[src/rtl/uart_rx_fifo.sv]
// 8N1 UART receiver (2-flop sync, 3-sample majority vote) feeding a FWFT byte FIFO.
// Define UART_RX_PARITY_EN to add an even-parity bit and the sticky o_Parity_Err output.
module uart_rx_fifo #(
  parameter int CLKS_PER_BIT = 217,
  parameter int FIFO_DEPTH   = 4
) (
  input  logic       i_Clock,
  input  logic       i_Rst,
  input  logic       i_RX_Serial,
  output logic       o_RX_Valid,
  output logic [7:0] o_RX_Byte,
  input  logic       i_RX_Ready,
  output logic       o_Frame_Err,
  output logic       o_Overrun,
  input  logic       i_Clear_Err,
  output logic       o_Busy
`ifdef UART_RX_PARITY_EN
  ,
  output logic       o_Parity_Err
`endif
);

  localparam int CW = $clog2(CLKS_PER_BIT);
  localparam int PW = $clog2(FIFO_DEPTH);
  localparam logic [CW-1:0] LAST = CW'(CLKS_PER_BIT - 1);
  localparam logic [CW-1:0] HALF = CW'((CLKS_PER_BIT - 1) / 2);
  localparam logic [PW:0]   FULL = (PW + 1)'(FIFO_DEPTH);

  typedef enum logic [2:0] {IDLE, START, DATA, PARITY, STOP, WAIT_HIGH} state_t;

  state_t        state;
  logic [CW-1:0] cnt;
  logic [2:0]    bit_idx;
  logic [7:0]    shreg;
  logic          sync1, rxs;
  logic [1:0]    hist;
  logic          vote;
  logic          push_vld;
  logic [7:0]    push_dat;
  logic          frame_err;

  always_ff @(posedge i_Clock or posedge i_Rst) begin
    if (i_Rst) begin
      sync1 <= 1'b1;
      rxs   <= 1'b1;
      hist  <= 2'b11;
    end else begin
      sync1 <= i_RX_Serial;
      rxs   <= sync1;
      hist  <= {hist[0], rxs};
    end
  end

  // hist holds rxs from the two counts before the sample point
  assign vote = (hist[1] & hist[0]) | (hist[1] & rxs) | (hist[0] & rxs);

`ifdef UART_RX_PARITY_EN
  logic par_bad, par_set, par_err;
  assign par_set = (state == PARITY) && (cnt == LAST) && ((^shreg) ^ vote);
`endif

  always_ff @(posedge i_Clock or posedge i_Rst) begin
    if (i_Rst) begin
      state     <= IDLE;
      cnt       <= '0;
      bit_idx   <= '0;
      shreg     <= '0;
      push_vld  <= 1'b0;
      push_dat  <= '0;
      frame_err <= 1'b0;
`ifdef UART_RX_PARITY_EN
      par_bad   <= 1'b0;
`endif
    end else begin
      push_vld  <= 1'b0;
      frame_err <= 1'b0;
      case (state)
        IDLE: begin
          cnt     <= '0;
          bit_idx <= '0;
`ifdef UART_RX_PARITY_EN
          par_bad <= 1'b0;
`endif
          if (!rxs) state <= START;
        end
        START: begin
          if (cnt == HALF) begin
            cnt   <= '0;
            state <= rxs ? IDLE : DATA;
          end else begin
            cnt <= cnt + 1'b1;
          end
        end
        DATA: begin
          if (cnt == LAST) begin
            cnt     <= '0;
            shreg   <= {vote, shreg[7:1]};
            bit_idx <= bit_idx + 1'b1;
            if (bit_idx == 3'd7) begin
`ifdef UART_RX_PARITY_EN
              state <= PARITY;
`else
              state <= STOP;
`endif
            end
          end else begin
            cnt <= cnt + 1'b1;
          end
        end
        PARITY: begin
          if (cnt == LAST) begin
            cnt   <= '0;
            state <= STOP;
`ifdef UART_RX_PARITY_EN
            par_bad <= par_set;
`endif
          end else begin
            cnt <= cnt + 1'b1;
          end
        end
        STOP: begin
          if (cnt == LAST) begin
            cnt <= '0;
            if (vote) begin
`ifdef UART_RX_PARITY_EN
              push_vld <= !par_bad;
`else
              push_vld <= 1'b1;
`endif
              push_dat <= shreg;
              state    <= IDLE;
            end else begin
              frame_err <= 1'b1;
              state     <= WAIT_HIGH;
            end
          end else begin
            cnt <= cnt + 1'b1;
          end
        end
        WAIT_HIGH: begin
          if (rxs) state <= IDLE;
        end
        default: state <= IDLE;
      endcase
    end
  end

  assign o_Busy      = (state != IDLE);
  assign o_Frame_Err = frame_err;

`ifdef UART_RX_PARITY_EN
  always_ff @(posedge i_Clock or posedge i_Rst) begin
    if (i_Rst)            par_err <= 1'b0;
    else if (i_Clear_Err) par_err <= 1'b0;
    else if (par_set)     par_err <= 1'b1;
  end
  assign o_Parity_Err = par_err;
`endif

  logic [7:0]  mem [FIFO_DEPTH];
  logic [PW-1:0] wr_ptr, rd_ptr, rd_n;
  logic [PW:0]   count, cnt_n;
  logic          pop, do_push, full;
  logic [7:0]    head;
  logic          overrun;

  always_comb begin
    full    = (count == FULL);
    pop     = (count != '0) && i_RX_Ready;
    do_push = push_vld && (!full || pop);
    rd_n    = pop ? rd_ptr + 1'b1 : rd_ptr;
    cnt_n   = count;
    if (do_push && !pop) cnt_n = count + 1'b1;
    else if (!do_push && pop) cnt_n = count - 1'b1;
  end

  always_ff @(posedge i_Clock) begin
    if (do_push) mem[wr_ptr] <= push_dat;
  end

  always_ff @(posedge i_Clock or posedge i_Rst) begin
    if (i_Rst) begin
      wr_ptr  <= '0;
      rd_ptr  <= '0;
      count   <= '0;
      head    <= '0;
      overrun <= 1'b0;
    end else begin
      if (do_push) wr_ptr <= wr_ptr + 1'b1;
      rd_ptr <= rd_n;
      count  <= cnt_n;
      // Head register keeps its last value once the FIFO drains
      if (cnt_n != '0)
        head <= (do_push && (wr_ptr == rd_n)) ? push_dat : mem[rd_n];
      if (i_Clear_Err)
        overrun <= 1'b0;
      else if (push_vld && full && !pop)
        overrun <= 1'b1;
    end
  end

  assign o_RX_Valid = (count != '0);
  assign o_RX_Byte  = head;
  assign o_Overrun  = overrun;

endmodule
[config.mk]
export PLATFORM = sky130hd
export DESIGN_NAME = uart_rx_fifo
export DESIGN_NICKNAME = d
export VERILOG_FILES = /design/src/rtl/uart_rx_fifo.sv
export SDC_FILE = /design/constraint.sdc
export NUM_CORES = 1
export LEC_CHECK = 0
export ABC_CLOCK_PERIOD_IN_PS = 3400
export CELL_PAD_IN_SITES_DETAIL_PLACEMENT = 0
export CELL_PAD_IN_SITES_GLOBAL_PLACEMENT = 1
export CORE_ASPECT_RATIO = 2
export CORE_MARGIN = 3
export CORE_UTILIZATION = 52
export DETAILED_ROUTE_END_ITERATION = 10
export PLACE_DENSITY_LB_ADDON = 0.2
export SLEW_MARGIN = 10
export SYNTH_ARGS = -nofsm -noshare
export SYNTH_HDL_FRONTEND = slang
export SYNTH_SLANG_ARGS = --single-unit
[constraint.sdc]
create_clock -name i_Clock -period 3.4 [get_ports i_Clock]
set_clock_uncertainty 0.15 [all_clocks]
set_input_delay 0.51 -clock i_Clock [delete_from_list [all_inputs] [get_ports i_Clock]]
set_output_delay 0.51 -clock i_Clock [all_outputs]
set_load 0.005 [all_outputs]
==> impl_metrics.env <==
export IMPL_syn2layout_area_growth_pct=13.0
export IMPL_via_per_inst=5.77
export IMPL_p_per_area_nw_per_um2=645
export IMPL_yosysUniqueCellTypes=55
export IMPL_dp_cells=451
export IMPL_grt_util_all_layers_pct=19.2
export IMPL_required_ns=3.43
export IMPL_syn_inst=357
export IMPL_wl_um=7600
export IMPL_startpoint="count[1]"
export IMPL_hold_class="reg2reg"
export IMPL_cts_buffers=9
export IMPL_ir_worst_vdd_uv=357
export IMPL_synth_edf_count=32
export IMPL_ctsResizeCount=0
export IMPL_yosysTopAreaCell="dfrtp_1"
export IMPL_crit_arrival_ns=2.56
export IMPL_antenna_found_initial=0
export IMPL_path_depth=8
export IMPL_cts_max_level=3
export IMPL_setup_tns_ns=0
export IMPL_yosysSeqAreaShare_pct=56.6
export IMPL_drt_iter0_markers=189
export IMPL_clock_path_buffers=2
export IMPL_start_util_pct=54.3
export IMPL_layout_cells_non_filler=467
export IMPL_synthArstFlopShare_pct=61.9
export IMPL_critPathMaxStageDelay_ns=0.63
export IMPL_critPathKind="reg2reg"
export IMPL_numPortBuffers=16
export IMPL_rsz0062_at_grt="no"
export IMPL_dominantRegCellSynth="dfrtp_1"
export IMPL_setup_violations=0
export IMPL_drive_gt1_share_pct=12.0
export IMPL_gp_congestion=0.766
export IMPL_grt_max_degree=53
export IMPL_startpoint_type="register"
export IMPL_cts_tree="done"
export IMPL_io_pins=17
export IMPL_num_vias=2695
export IMPL_clkLatencyLatePin_ns=0.33
export IMPL_syn_area_um2=4000
export IMPL_crit_path_max_fanout=16
export IMPL_diodes=0
export IMPL_rows=44
export IMPL_cts_setup_buffers=0
export IMPL_post_dp_hpwl_um=5260
export IMPL_postSynthNetCount=373
export IMPL_wl_per_cell_um=16.3
export IMPL_hold_violations=0
export IMPL_reg2reg_depth=8
export IMPL_layout_commonest_cell="nand2_1"
export IMPL_core_area_um2=7380
export IMPL_drc=0
export IMPL_rrSetupSlack_ns=0.87
export IMPL_hold_path_depth=0
export IMPL_mostFrequentLayoutCells="nand2_1, dfrtp_1, edfxtp_1"
export IMPL_yosys_warnings=0
export IMPL_r2r_start="count[1]"
export IMPL_nNetsFinal=386
export IMPL_netlist_top_cells_area="dfrtp_1, edfxtp_1, nand2_1"
export IMPL_path_buf_inv=1
export IMPL_ant_nets=0
export IMPL_die_w_um=68.0
export IMPL_drt_pass1_iterations=4
export IMPL_grt_ovfl_total=0
export IMPL_fp_dieH_um=130
export IMPL_cts_num_sinks=84
export IMPL_total_power_mw=2.92
export IMPL_worstPathCellList="inv_1, ha_1, nand2b_1, nand2_2, o221ai_1, or3_1, nor2_1, a31oi_1"
export IMPL_syn_area_per_cell_um2=11.2
export IMPL_cts_clk_slew_worst_paths_ns=0.06
export IMPL_end_kind="register"
export IMPL_p_leak_nw=1.93
export IMPL_postCtsHoldBufs=0
export IMPL_worstMarginPinSlew_ns=0.940
export IMPL_cts_root_buf="clkbuf_16"
export IMPL_synth_top_area_share_pct=30.0
export IMPL_slew_violations=0
export IMPL_grt_pass1_vias=2664
export IMPL_grt_pass1_wl_um=12600
export IMPL_min_period_ns=2.53
export IMPL_ys_ff_latch=84
export IMPL_maxCapViolCount=0
export IMPL_crit_end="o_RX_Byte[2]"
export IMPL_fmax_mhz=394
export IMPL_status="finished clean"
export IMPL_post_route_period_util_pct=74.6
export IMPL_r2r_end="o_RX_Byte[2]"
export IMPL_crit_family="simple AND/OR/NAND/NOR gates"
export IMPL_relSlewSlack_pct=37.4
export IMPL_slowest_stage="or3_1"
export IMPL_die_area_um2=8850
-- registers in the layout (all words and copies together) (netlist names) --
register / cells
mem: 32
cnt: 8
o_RX_Byte: 8
push_dat: 8
shreg: 8
bit_idx: 3
count: 3
state: 3
hist: 2
rd_ptr: 2
wr_ptr: 2
o_Frame_Err: 1
o_Overrun: 1
push_vld: 1
rxs: 1
sync1: 1
-- how the worst min path moves through the flow --
stage	end	start
after floorplan	rxs	sync1
after global placement	rxs	sync1
after detailed placement	rxs	sync1
after CTS	rxs	sync1
after global routing	rxs	sync1
final	rxs	sync1
-- through the flow --
step           setup slack [ns]  utilization (%)  area, um2  hold slack (ns)
2_1_floorplan              1.24                -       4000            0.195
3_5_place_dp              0.631             57.2       4220            0.199
5_1_grt                   0.611             61.3       4520            0.214
4_1_cts                   0.863             61.3       4520            0.212
6_report                  0.865             61.3       4520            0.211
3_3_place_gp              0.692             57.2       4220            0.198
-- power breakdown --
part	internal [mW]	switching, mW
registers	1.13	0.101
clock network	0.579	0.396
logic	0.325	0.386
-- logic make-up (layout without fill, tap and decap cells) --
| kind of cell | after synthesis | count (layout) | share of synthesized area (%) |
|---|---|---|---|
| and+or+nand+nor | 138 | 138 | 18.0 |
| AOI/OAI and AO/OA | 69 | 69 | 12.3 |
| xor gates and xnor gates | 9 | 9 | 2.44 |
| adders and majority gates | 12 | 12 | 3.69 |
| DFF | 84 | 84 | 56.6 |
| buffers and inverters | 34 | 52 | 3.97 |
| muxes | 11 | 11 | 3.03 |
-- metal layers --
layer	part of all wire (%)	vias up	wire, um	track usage, %
met1	40	1325	3050	21.2
li1	-	1337	-	-
met3	2.1	6	158	4.13
met5	0	-	0	0
met2	57	27	4300	35.1
met4	1.1	0	86	6.80
-- synthesized netlist by cell type, drive strengths merged (2+ instances only) --
cell,instances
a211oi,9
a21boi,2
a21oi,7
a221o,8
a311oi,8
a31oi,8
and2,3
and3,13
and4bb,2
buf,11
clkbuf,9
dfrtp,48
dfstp,4
edfxtp,32
ha,11
inv,13
mux2,9
mux2i,2
nand2,53
nand2b,4
nand3,9
nand4,2
nor2,17
nor2b,4
nor3,5
nor3b,16
o21ai,16
o22ai,3
o311ai,2
or3,3
or3b,2
xnor2,5
xor2,4
-- worst register-to-register path: stages (launching register included) --
cell and delay (ns):
dfrtp_1 0.42, inv_1 0.11, ha_1 0.34, nand2b_1 0.17, nand2_2 0.18, o221ai_1 0.16
or3_1 0.63, nor2_1 0.18, a31oi_1 0.05
-- layout make-up --
| cell class | count | area (um2) |
|---|---|---|
| inverters | 14 | 52.6 |
| clock buffers | 9 | 225 |
| fillers | 645 | 2850 |
| flip-flops and latches | 84 | 2270 |
| well taps | 92 | 115 |
| repair buffers | 22 | 205 |
| multi-input cells | 239 | 1580 |
| clock inverters | 7 | 81.3 |
(Power assumes the default switching activity.)
